### config.mk
export PLATFORM = sky130hd
export DESIGN_NAME = draw_cursor_flat
export DESIGN_NICKNAME = d
export VERILOG_FILES = /design/src/rtl/draw_cursor_if.sv /design/src/rtl/draw_cursor.sv /design/src/flat_wrapper.sv
export SDC_FILE = /design/constraint.sdc
export NUM_CORES = 2
export LEC_CHECK = 0
export ABC_CLOCK_PERIOD_IN_PS = 4100
export CORE_ASPECT_RATIO = 0.75
export CORE_MARGIN = 1
export CORE_UTILIZATION = 30
export DETAILED_ROUTE_END_ITERATION = 8
export GPL_TIMING_DRIVEN = 0
export RECOVER_POWER = 100
export SLEW_MARGIN = 20
export SYNTH_ARGS = -nofsm -noshare
export SYNTH_HDL_FRONTEND = slang
export SYNTH_SLANG_ARGS = --single-unit
### constraint.sdc
create_clock -name clk -period 4.1 [get_ports clk]
set_clock_uncertainty 0.15 [all_clocks]
set_input_delay 0.615 -clock clk [delete_from_list [all_inputs] [get_ports clk]]
set_output_delay 0.615 -clock clk [all_outputs]
set_load 0.1 [all_outputs]
### src/rtl/draw_cursor_if.sv
// vga_if: VGA timing and pixel bundle passed between draw stages.
interface vga_if;
  logic        vsync;
  logic        hsync;
  logic        vblnk;
  logic        hblnk;
  logic [11:0] vcount;
  logic [11:0] hcount;
  logic [11:0] rgb;
  modport in  (input  vsync, hsync, vblnk, hblnk, vcount, hcount, rgb);
  modport out (output vsync, hsync, vblnk, hblnk, vcount, hcount, rgb);
endinterface

### src/rtl/draw_cursor.sv
// draw_cursor: 2-bpp sprite cursor overlay with frame-latched position, hotspot, clipping and blink.
module draw_cursor #(
  parameter int SPRITE_W     = 16,
  parameter int SPRITE_H     = 16,
  parameter int NUM_SHAPES   = 4,
  parameter int HOT_X        = 0,
  parameter int HOT_Y        = 0,
  parameter int BLINK_FRAMES = 30
) (
  input  logic                          clk,
  input  logic                          rst_n,
  input  logic [11:0]                   x_pos,
  input  logic [11:0]                   y_pos,
  input  logic                          cursor_en,
  input  logic [$clog2(NUM_SHAPES)-1:0] shape_sel,
  input  logic                          blink_en,
  input  logic [11:0]                   color_a,
  input  logic [11:0]                   color_b,
  input  logic                          wr_en,
  input  logic [$clog2(NUM_SHAPES)-1:0] wr_shape,
  input  logic [$clog2(SPRITE_H)-1:0]   wr_row,
  input  logic [2*SPRITE_W-1:0]         wr_data,
  vga_if.in                             in,
  vga_if.out                            out
);
  localparam int CW = $clog2(SPRITE_W);
  localparam int RW = $clog2(SPRITE_H);
  localparam int SW = $clog2(NUM_SHAPES);
  localparam int BW = BLINK_FRAMES > 1 ? $clog2(BLINK_FRAMES) : 1;
  localparam logic [BW-1:0] CMAX = BW'(BLINK_FRAMES - 1);
  localparam logic signed [13:0] WL = 14'(SPRITE_W);
  localparam logic signed [13:0] HL = 14'(SPRITE_H);

  logic [2*SPRITE_W-1:0] mem [NUM_SHAPES][SPRITE_H];
  logic [2*SPRITE_W-1:0] row_q;
  logic [11:0]           x_lat, y_lat;
  logic [SW-1:0]         shape_lat;
  logic                  en_lat, vb_prev, phase;
  logic [BW-1:0]         cnt;
  logic signed [13:0]    dx, dy;
  logic                  in_x, in_y, hit, fs;
  logic [RW-1:0]         rd_row;
  logic [CW-1:0]         col_q;
  logic                  hit_q, hs_q, vs_q, hb_q, vb_q;
  logic [11:0]           hc_q, vc_q, rgb_q, pix;
  logic [1:0]            code;

  // 14-bit offsets keep the hit test free of wrap-around at either screen edge
  always_comb begin
    fs     = in.vblnk & ~vb_prev;
    dx     = {2'b00, in.hcount} - {2'b00, x_lat} + 14'(HOT_X);
    dy     = {2'b00, in.vcount} - {2'b00, y_lat} + 14'(HOT_Y);
    in_x   = dx >= 14'sd0 && dx < WL;
    in_y   = dy >= 14'sd0 && dy < HL;
    rd_row = in_y ? dy[RW-1:0] : '0;
    hit    = in_x && in_y && !in.hblnk && !in.vblnk && en_lat && (!blink_en || phase);
    code   = row_q[{col_q, 1'b0} +: 2];
    pix    = code == 2'b01 ? color_a :
             code == 2'b10 ? color_b :
             code == 2'b11 ? rgb_q ^ 12'hFFF : rgb_q;
  end

  always_ff @(posedge clk) begin
    if (wr_en && 32'(wr_row) < SPRITE_H) mem[wr_shape][wr_row] <= wr_data;
    row_q <= mem[shape_lat][rd_row];
  end

  always_ff @(posedge clk or negedge rst_n) begin
    if (!rst_n) begin
      x_lat      <= '0;
      y_lat      <= '0;
      shape_lat  <= '0;
      en_lat     <= 1'b0;
      vb_prev    <= 1'b0;
      cnt        <= '0;
      phase      <= 1'b1;
      col_q      <= '0;
      hit_q      <= 1'b0;
      hs_q       <= 1'b0;
      vs_q       <= 1'b0;
      hb_q       <= 1'b0;
      vb_q       <= 1'b0;
      hc_q       <= '0;
      vc_q       <= '0;
      rgb_q      <= '0;
      out.hsync  <= 1'b0;
      out.vsync  <= 1'b0;
      out.hblnk  <= 1'b0;
      out.vblnk  <= 1'b0;
      out.hcount <= '0;
      out.vcount <= '0;
      out.rgb    <= '0;
    end else begin
      vb_prev <= in.vblnk;
      if (fs) begin
        x_lat     <= x_pos;
        y_lat     <= y_pos;
        shape_lat <= shape_sel;
        en_lat    <= cursor_en;
        cnt       <= cnt == CMAX ? '0 : cnt + 1'b1;
        if (cnt == CMAX) phase <= ~phase;
      end
      col_q      <= dx[CW-1:0];
      hit_q      <= hit;
      hs_q       <= in.hsync;
      vs_q       <= in.vsync;
      hb_q       <= in.hblnk;
      vb_q       <= in.vblnk;
      hc_q       <= in.hcount;
      vc_q       <= in.vcount;
      rgb_q      <= in.rgb;
      out.hsync  <= hs_q;
      out.vsync  <= vs_q;
      out.hblnk  <= hb_q;
      out.vblnk  <= vb_q;
      out.hcount <= hc_q;
      out.vcount <= vc_q;
      out.rgb    <= hit_q ? pix : rgb_q;
    end
  end
endmodule

### src/flat_wrapper.sv
// flat-port wrapper written by rule: the top's interface ports become plain ports
module draw_cursor_flat 
#(
  parameter int SPRITE_W     = 16,
  parameter int SPRITE_H     = 16,
  parameter int NUM_SHAPES   = 4,
  parameter int HOT_X        = 0,
  parameter int HOT_Y        = 0,
  parameter int BLINK_FRAMES = 30
)
  (clk, rst_n, x_pos, y_pos, cursor_en, shape_sel, blink_en, color_a, color_b, wr_en, wr_shape, wr_row, wr_data, in_vsync, in_hsync, in_vblnk, in_hblnk, in_vcount, in_hcount, in_rgb, out_vsync, out_hsync, out_vblnk, out_hblnk, out_vcount, out_hcount, out_rgb);
  vga_if in_i ();
  vga_if out_i ();
  input  logic clk;
  input  logic rst_n;
  input  logic [11:0] x_pos;
  input  logic [11:0] y_pos;
  input  logic cursor_en;
  input  logic [$clog2(NUM_SHAPES)-1:0] shape_sel;
  input  logic blink_en;
  input  logic [11:0] color_a;
  input  logic [11:0] color_b;
  input  logic wr_en;
  input  logic [$clog2(NUM_SHAPES)-1:0] wr_shape;
  input  logic [$clog2(SPRITE_H)-1:0] wr_row;
  input  logic [2*SPRITE_W-1:0] wr_data;
  input wire logic [$bits(in_i.vsync)-1:0] in_vsync;
  input wire logic [$bits(in_i.hsync)-1:0] in_hsync;
  input wire logic [$bits(in_i.vblnk)-1:0] in_vblnk;
  input wire logic [$bits(in_i.hblnk)-1:0] in_hblnk;
  input wire logic [$bits(in_i.vcount)-1:0] in_vcount;
  input wire logic [$bits(in_i.hcount)-1:0] in_hcount;
  input wire logic [$bits(in_i.rgb)-1:0] in_rgb;
  output wire logic [$bits(out_i.vsync)-1:0] out_vsync;
  output wire logic [$bits(out_i.hsync)-1:0] out_hsync;
  output wire logic [$bits(out_i.vblnk)-1:0] out_vblnk;
  output wire logic [$bits(out_i.hblnk)-1:0] out_hblnk;
  output wire logic [$bits(out_i.vcount)-1:0] out_vcount;
  output wire logic [$bits(out_i.hcount)-1:0] out_hcount;
  output wire logic [$bits(out_i.rgb)-1:0] out_rgb;
  assign in_i.vsync = in_vsync;
  assign in_i.hsync = in_hsync;
  assign in_i.vblnk = in_vblnk;
  assign in_i.hblnk = in_hblnk;
  assign in_i.vcount = in_vcount;
  assign in_i.hcount = in_hcount;
  assign in_i.rgb = in_rgb;
  assign out_vsync = out_i.vsync;
  assign out_hsync = out_i.hsync;
  assign out_vblnk = out_i.vblnk;
  assign out_hblnk = out_i.hblnk;
  assign out_vcount = out_i.vcount;
  assign out_hcount = out_i.hcount;
  assign out_rgb = out_i.rgb;
  draw_cursor #(.SPRITE_W(SPRITE_W), .SPRITE_H(SPRITE_H), .NUM_SHAPES(NUM_SHAPES), .HOT_X(HOT_X), .HOT_Y(HOT_Y), .BLINK_FRAMES(BLINK_FRAMES)) u_core (.clk(clk), .rst_n(rst_n), .x_pos(x_pos), .y_pos(y_pos), .cursor_en(cursor_en), .shape_sel(shape_sel), .blink_en(blink_en), .color_a(color_a), .color_b(color_b), .wr_en(wr_en), .wr_shape(wr_shape), .wr_row(wr_row), .wr_data(wr_data), .in(in_i), .out(out_i));
endmodule
### Yosys cells after proc, flatten, opt, wreduce, memory -nomap -nowiden

Memories as Yosys holds them, arrays and structs flattened.
Index checks and enable logic that the tools add are counted.

| operators by class | value |
|---|---|
| add/subtract/negate cells | 3 |
| order comparisons | 7 |
| equality and inequality tests | 4 |
| shift-type cells | 1 |
| muxes and demuxes | 13 |
| bitwise gates (word level) | 6 |
| reductions and logical operators | 13 |

Operators with widths:

| operator | number |
|---|---|
| $mux W512 | 1 |
| $bmux W32 S4 | 1 |
| $demux W32 S4 | 1 |
| $mux W32 | 3 |
| $mux W12 | 4 |
| $shiftx A32 B6 Y2 | 1 |
| $ge A14 B1 Y1 const B | 2 |
| $lt A14 B6 Y1 const B | 2 |
| $sub A12 B12 Y13 | 2 |
| $not A12 Y12 | 1 |
| $ge A5 B5 Y1 const B | 2 |
| $not A4 Y5 | 2 |
| $logic_and A1 B1 Y1 | 8 |
| $add A5 B1 Y5 const B | 1 |
| $eq A5 B5 Y1 const B | 1 |
| $lt A5 B1 Y1 const B | 1 |
| $mux W5 | 1 |
| $eq A2 B2 Y1 const B | 2 |
| $mux W4 | 1 |
| $logic_not A1 Y1 | 3 |
| $eq A2 B1 Y1 const B | 1 |
| $not A1 Y1 | 2 |
| $reduce_and A2 Y1 | 1 |
| $and A1 B1 Y1 | 1 |
| other kinds (2) | 2 |

| storage, ports and cells | value |
|---|---|
| flip-flop bits (word level) | 150 |
| RAM bits | 2048 |
| bits of input ports | 133 |
| output and inout bits | 40 |
| memories | 1 |

Memory list:

| name | words | width | read ports | clocked after Yosys merged registers in | wr ports | line | text |
|---|---|---|---|---|---|---|---|
| u_core.mem | 4 | 512 | 1 | 0 | 1 | draw_cursor.sv:34 | `logic [2*SPRITE_W-1:0] mem [NUM_SHAPES][SPRITE_H];` |

### Longest topological paths before layout

| logic depth | value |
|---|---|
| depth after elaboration | 8 |
| depth in mapped cells | 14 |
| gate-level depth less buffers | 12 |

### Least setup slack after synthesis

No wires, ideal clock.

| timing path | value |
|---|---|
| path type | input-to-reg |
| start point | in in_vcount[6] |
| end point | reg u_core.row_q[16] |
| library setup time | 123 ps |
| arrival | 3577 ps |
| slack | 250 ps |
| stages on the path | 12 |
| buffers on the path | 2 |
| cell sequence | ha_1 -> or4_1 -> o311ai_1 -> o211ai_1 -> a311o_1 -> or3_4 -> buf_6 -> nor3_4 -> buf_6 -> mux2_2 -> o22ai_1 -> nor3_2 |

| between the ends | value |
|---|---|
| longest elaborated chain between the ends | 8 |

Ends and longest elaborated chain:

| element | line | text |
|---|---|---|
| start, declared | flat_wrapper.sv:31 | `input wire logic [$bits(in_i.vcount)-1:0] in_vcount;` |
| $sub A12 B12 Y13 * | draw_cursor.sv:52 | `dy = {2'b00, in.vcount} - {2'b00, y_lat} + 14'(HOT_Y);` |
| $ge A14 B1 Y1 or $lt A14 B6 Y1 (tied branches) | draw_cursor.sv:54 | `in_y = dy >= 14'sd0 && dy < HL;` |
| $logic_and A1 B1 Y1 * | draw_cursor.sv:54 |  |
| $mux W4 * | draw_cursor.sv:55 | `rd_row = in_y ? dy[RW-1:0] : '0;` |
| $not A4 Y5 (not written as such) * | draw_cursor.sv:65 | `row_q <= mem[shape_lat][rd_row];` |
| $bmux W32 S4 * | draw_cursor.sv:65 |  |
| $mux W32 (not written as such) * (2 in series) | draw_cursor.sv:65 |  |
| end signal, assigned | draw_cursor.sv:65 |  |
| end, declared | draw_cursor.sv:35 | `logic [2*SPRITE_W-1:0] row_q;` |

Every way passes the cells marked *; elsewhere a longest branch is shown, timed or not. The select of a mux whose other input is x is not followed.
A chain may end at the register's enable or synchronous reset.

### Final worst setup path

| timing path | value |
|---|---|
| start point | in wr_shape[0] |
| end point | mem u_core.mem[3][371] (netlist bit), enable pin |

RTL lines:

| element | line | text |
|---|---|---|
| start, declared | flat_wrapper.sv:24 | `input logic [$clog2(NUM_SHAPES)-1:0] wr_shape;` |
| end, declared | draw_cursor.sv:34 |  |

Straight into the memory's write port.

==> summary.md <==
| Metric | Value |
|---|---|
| Outcome | `finished with violations` |
| Violated checks | `capacitance limit, slew limit, setup timing` |
| NetSw | `12.6 mW` |
| Vias in the first global route | `42.3k` |
| FF/Latch Area | `65,100 um2` |
| Nets@finish | `4,604` |
| Worst setup SP type | `input pin` |
| Global Route Usage Sum | `16.8%` |
| First DRT Iteration DRCs | `6,529` |
| Final worst setup slack | `-82.8 ps` |
| First-pass GRT wire length | `336,000 um` |
| Placed Cells | `7,941` |
| Fmax | `239 MHz` |
| Total CTS buffers | `205` |
| Clock share of power | `37.5%` |
| Clock slew at reported path FFs | `70 ps` |
| Vias per inst | `5.23` |
| Switching share of total power | `25.1%` |
| H-tree Lvls | `4` |
| Worst hold endpoint | `u_core.y_lat[0]` |
| Max VDD drop | `0.000346 V` |
| Vias | `43.7k` |
| I/O pins | `173` |
| FF-to-FF setup slack | `-60 ps` |
| Critical Path Sink Type | `flop` |
| Internal power | `37.7 mW` |
| Mean post-synth cell area | `21.6 um2` |
| Multiplexer share of the synthesized area | `16.3%` |
| Die footprint | `284,000 um2` |
| Initial core utilization | `30.2%` |
| Synth Area in Compound Gates | `2.39%` |
| Pwr dens | `507 nW/um2` |
| Max_cap viols | `82` |
| Max-slew headroom | `-137%` |
| Slew @ Worst Pin | `3560 ps` |
| HP Start | `y_pos[0]` |
| Async SR Flop Fraction | `5.37%` |
| Routed WL per cell | `29.2 um` |
| Initial antenna violation count | `41` |
| Unrepaired setup endpoints after global routing | `true` |
| Drt total wl | `244,000 um` |
| Post-synth EDFFs | `2,048` |
| Register area share after synthesis | `77.0%` |
| Kind of critical path | `input pin to flop` |
| Root buffer cell | `clkbuf_16` |
| Power share of the sequential group | `49.7%` |
| Clock sinks | `2,198` |
| Hold crit path type | `input pin to flop` |
| # fillers | `25.7k` |
| Ys flop type | `edfxtp_1` |
| Pin count of the biggest net entering global routing | `90` |
| Synth Register Bits | `2,198` |
| Final setup vio count | `95` |
| Final Slew Violations | `2,466` |
| Xor/xnor share of the synthesized area | `0.0828%` |
| Tmin final | `4180 ps` |
| Comb pwr share | `12.8%` |
| FF-to-FF path depth | `14` |
| Main combinational cell family by area after synthesis | `multiplexers` |
| Drc violations | `0` |
| Final RePlAce weighted congestion | `0.918` |
| Die Height | `462 um` |
| TNS Setup | `-2310 ps` |
| Ratio of final minimum period to clock period | `102%` |
| Hold depth | `3` |
| WP data required | `4420 ps` |
| Finished Layout Cells | `8,358` |
| Reg-to-reg endpoint | `u_core.row_q[7]` |
| Cells after synthesis | `3,912` |
| Simple-Gate Fraction of Synth Area | `2.65%` |
| HPWL after detailed placement | `168,000 um` |
| Dpl cell area | `94,200 um2` |
| Area Growth Syn to Fin | `17.4%` |
| Critical R2R Launch | `u_core.y_lat[0]` |
| Drt pass-1 iters | `6` |
| Post-place setup slack | `-2300 ps` |
| Clock Latency Late Sink | `900 ps` |
| WP data arrival | `4500 ps` |
| Antenna Nets Post-Route | `0` |
| Layout Utilization | `35.5%` |
| Core Area | `280,000 um2` |
| Leak | `30.8 nW` |
| Hold Fails Final Rpt | `0` |
| PortBufs | `172` |
| Adder-Cell Fraction of Synth Area | `0.432%` |
| Yosys warning total | `0` |
| Largest fanout on the critical path | `17` |
| Multi-input gate area | `19,100 um2` |
| Synth unique cells | `70` |
| Grt total ovfl | `0` |
| Placement Rows | `168` |
| CTS tree | `done` |
| PnR Total Power | `50.3 mW` |
| Layout cells sized above 1 | `26.6%` |
| Die W | `615 um` |
| Worst hold slack | `131 ps` |
| Area of the mapped netlist | `84,600 um2` |
| Post-Syn Nets | `4,073` |
| Fin area | `99,300 um2` |
| Clock Path Buffers | `4` |
-- cell families (layout without fill, tap and decap cells) --
| family | count (synthesis) | after routing |
|---|---|---|
| adders and majority gates | 28 | 28 |
| muxes | 662 | 662 |
| AOI/OAI and AO/OA | 308 | 308 |
| and+or+nand+nor | 452 | 452 |
| xor gates and xnor gates | 8 | 8 |
| DFF | 2198 | 2198 |
| buffers and inverters | 256 | 944 |
| other | 0 | 18 |
-- synth_stat cells (4+ instances only) --
cell type,number,share of area [%]
o22ai_1,50,0.37
buf_2,20,0.12
a311oi_1,12,0.12
mux2i_1,23,0.27
nor4_1,31,0.23
and3_1,22,0.16
a21oi_1,46,0.27
a21boi_0,11,0.098
o2111ai_1,13,0.13
and2_1,5,0.037
nor3_2,21,0.25
inv_1,36,0.16
nand3_1,14,0.083
a211o_1,4,0.041
clkbuf_1,154,0.68
o21ai_0,74,0.44
mux2_2,75,1.0
a32o_1,10,0.12
nand2b_1,11,0.081
a31oi_1,24,0.18
nor3_1,65,0.38
xnor2_1,4,0.041
xor2_1,4,0.041
a211oi_1,21,0.19
nor2_1,146,0.65
mux4_2,563,15
a21o_1,4,0.036
edfxtp_1,2048,73
nor2b_1,8,0.059
ha_1,26,0.38
dfrtp_1,117,3.5
dfxtp_1,32,0.76
nand2_1,105,0.47
o211a_1,4,0.047
buf_1,41,0.18
a22o_1,10,0.10
buf_6,5,0.067
-- what timing repair did --
item	CTS	global route
pin swaps	17	25
gates resized for setup	202	86
cloned	0	1
buffers inserted	9	7
hold buffers	22	0
hold endpoints to repair	291	0
setup endpoints to repair	34	34
-- critical path: stages --
cell	delay [ps]
dlygate4sd3_1	600
nand2_1	350
clkbuf_1	520
nor2_1	1630
clkbuf_2	730
-- power by group through the flow --
stage	registers, mW	clock network (mW)	logic (mW)
floorplan	25.6	0	3.33
CTS	24.9	19.1	6.50
global route	25.0	19.9	6.75
finish	25.0	18.9	6.46
detailed placement	25.4	0	6.29
global placement	25.5	0	6.11
-- routing by layer --
layer | track usage (%) | wire, um
met3 | 5.85 | 31900
met5 | 0 | 61
met1 | 24.8 | 105000
met2 | 23.6 | 101000
met4 | 3.95 | 6590
-- area by class of cell --
type                            count  area share (%)
Tap cell                         3740            4.71
Inverter                           36           0.136
Timing Repair Buffer              330            2.63
Multi-Input combinational cell   1458            19.2
Buffer                            214            1.17
Clock inverter                     97           0.937
Antenna cell                       18          0.0454
Sequential cell                  2198            65.6
Clock buffer                      267            5.56
-- placed cells by master, fill, tap and decap left out, types with 19 or more instances in the layout --
cell,instances
edfxtp_1,2048
mux4_2,563
clkbuf_1,220
clkbuf_16,209
nor2_1,135
dfrtp_1,116
dlygate4sd3_1,105
clkbuf_2,104
nand2_1,103
o21ai_0,64
mux2_2,62
nor3_1,62
clkdlybuf4s50_1,56
a21oi_1,43
inv_1,36
clkinv_1,34
dfxtp_1,32
o22ai_1,31
buf_4,30
nor4_1,29
clkinv_2,28
a31oi_1,24
ha_1,24
nor3_2,22
and3_1,21
buf_2,19
-- state kept, by name, indices dropped and copies added (netlist names), 5 cells and up --
| register | flops |
|---|---|
| u_core.cnt | 5 |
| u_core.row_q | 32 |
| u_core.out.vcount | 12 |
| u_core.mem | 2048 |
| u_core.out.rgb | 12 |
| u_core.x_lat | 12 |
| u_core.y_lat | 12 |
| u_core.hc_q | 12 |
| u_core.out.hcount | 12 |
| u_core.rgb_q | 12 |
| u_core.vc_q | 12 |
-- worst max path at each step --
stage | from | endpoint | slack, ps
after global routing | u_core.shape_lat[0] | u_core.row_q[7] | -140
after CTS | u_core.y_lat[6] | u_core.row_q[1] | -20
after floorplan | in_vcount[6] | u_core.row_q[16] | 250
after detailed placement | in_vcount[9] | u_core.row_q[20] | -2300
after global placement | rst_n | u_core.vc_q[4] | -2910
final | wr_shape[0] | u_core.mem[3][371] | -80
Note: power is estimated with default switching activity, not from simulation.
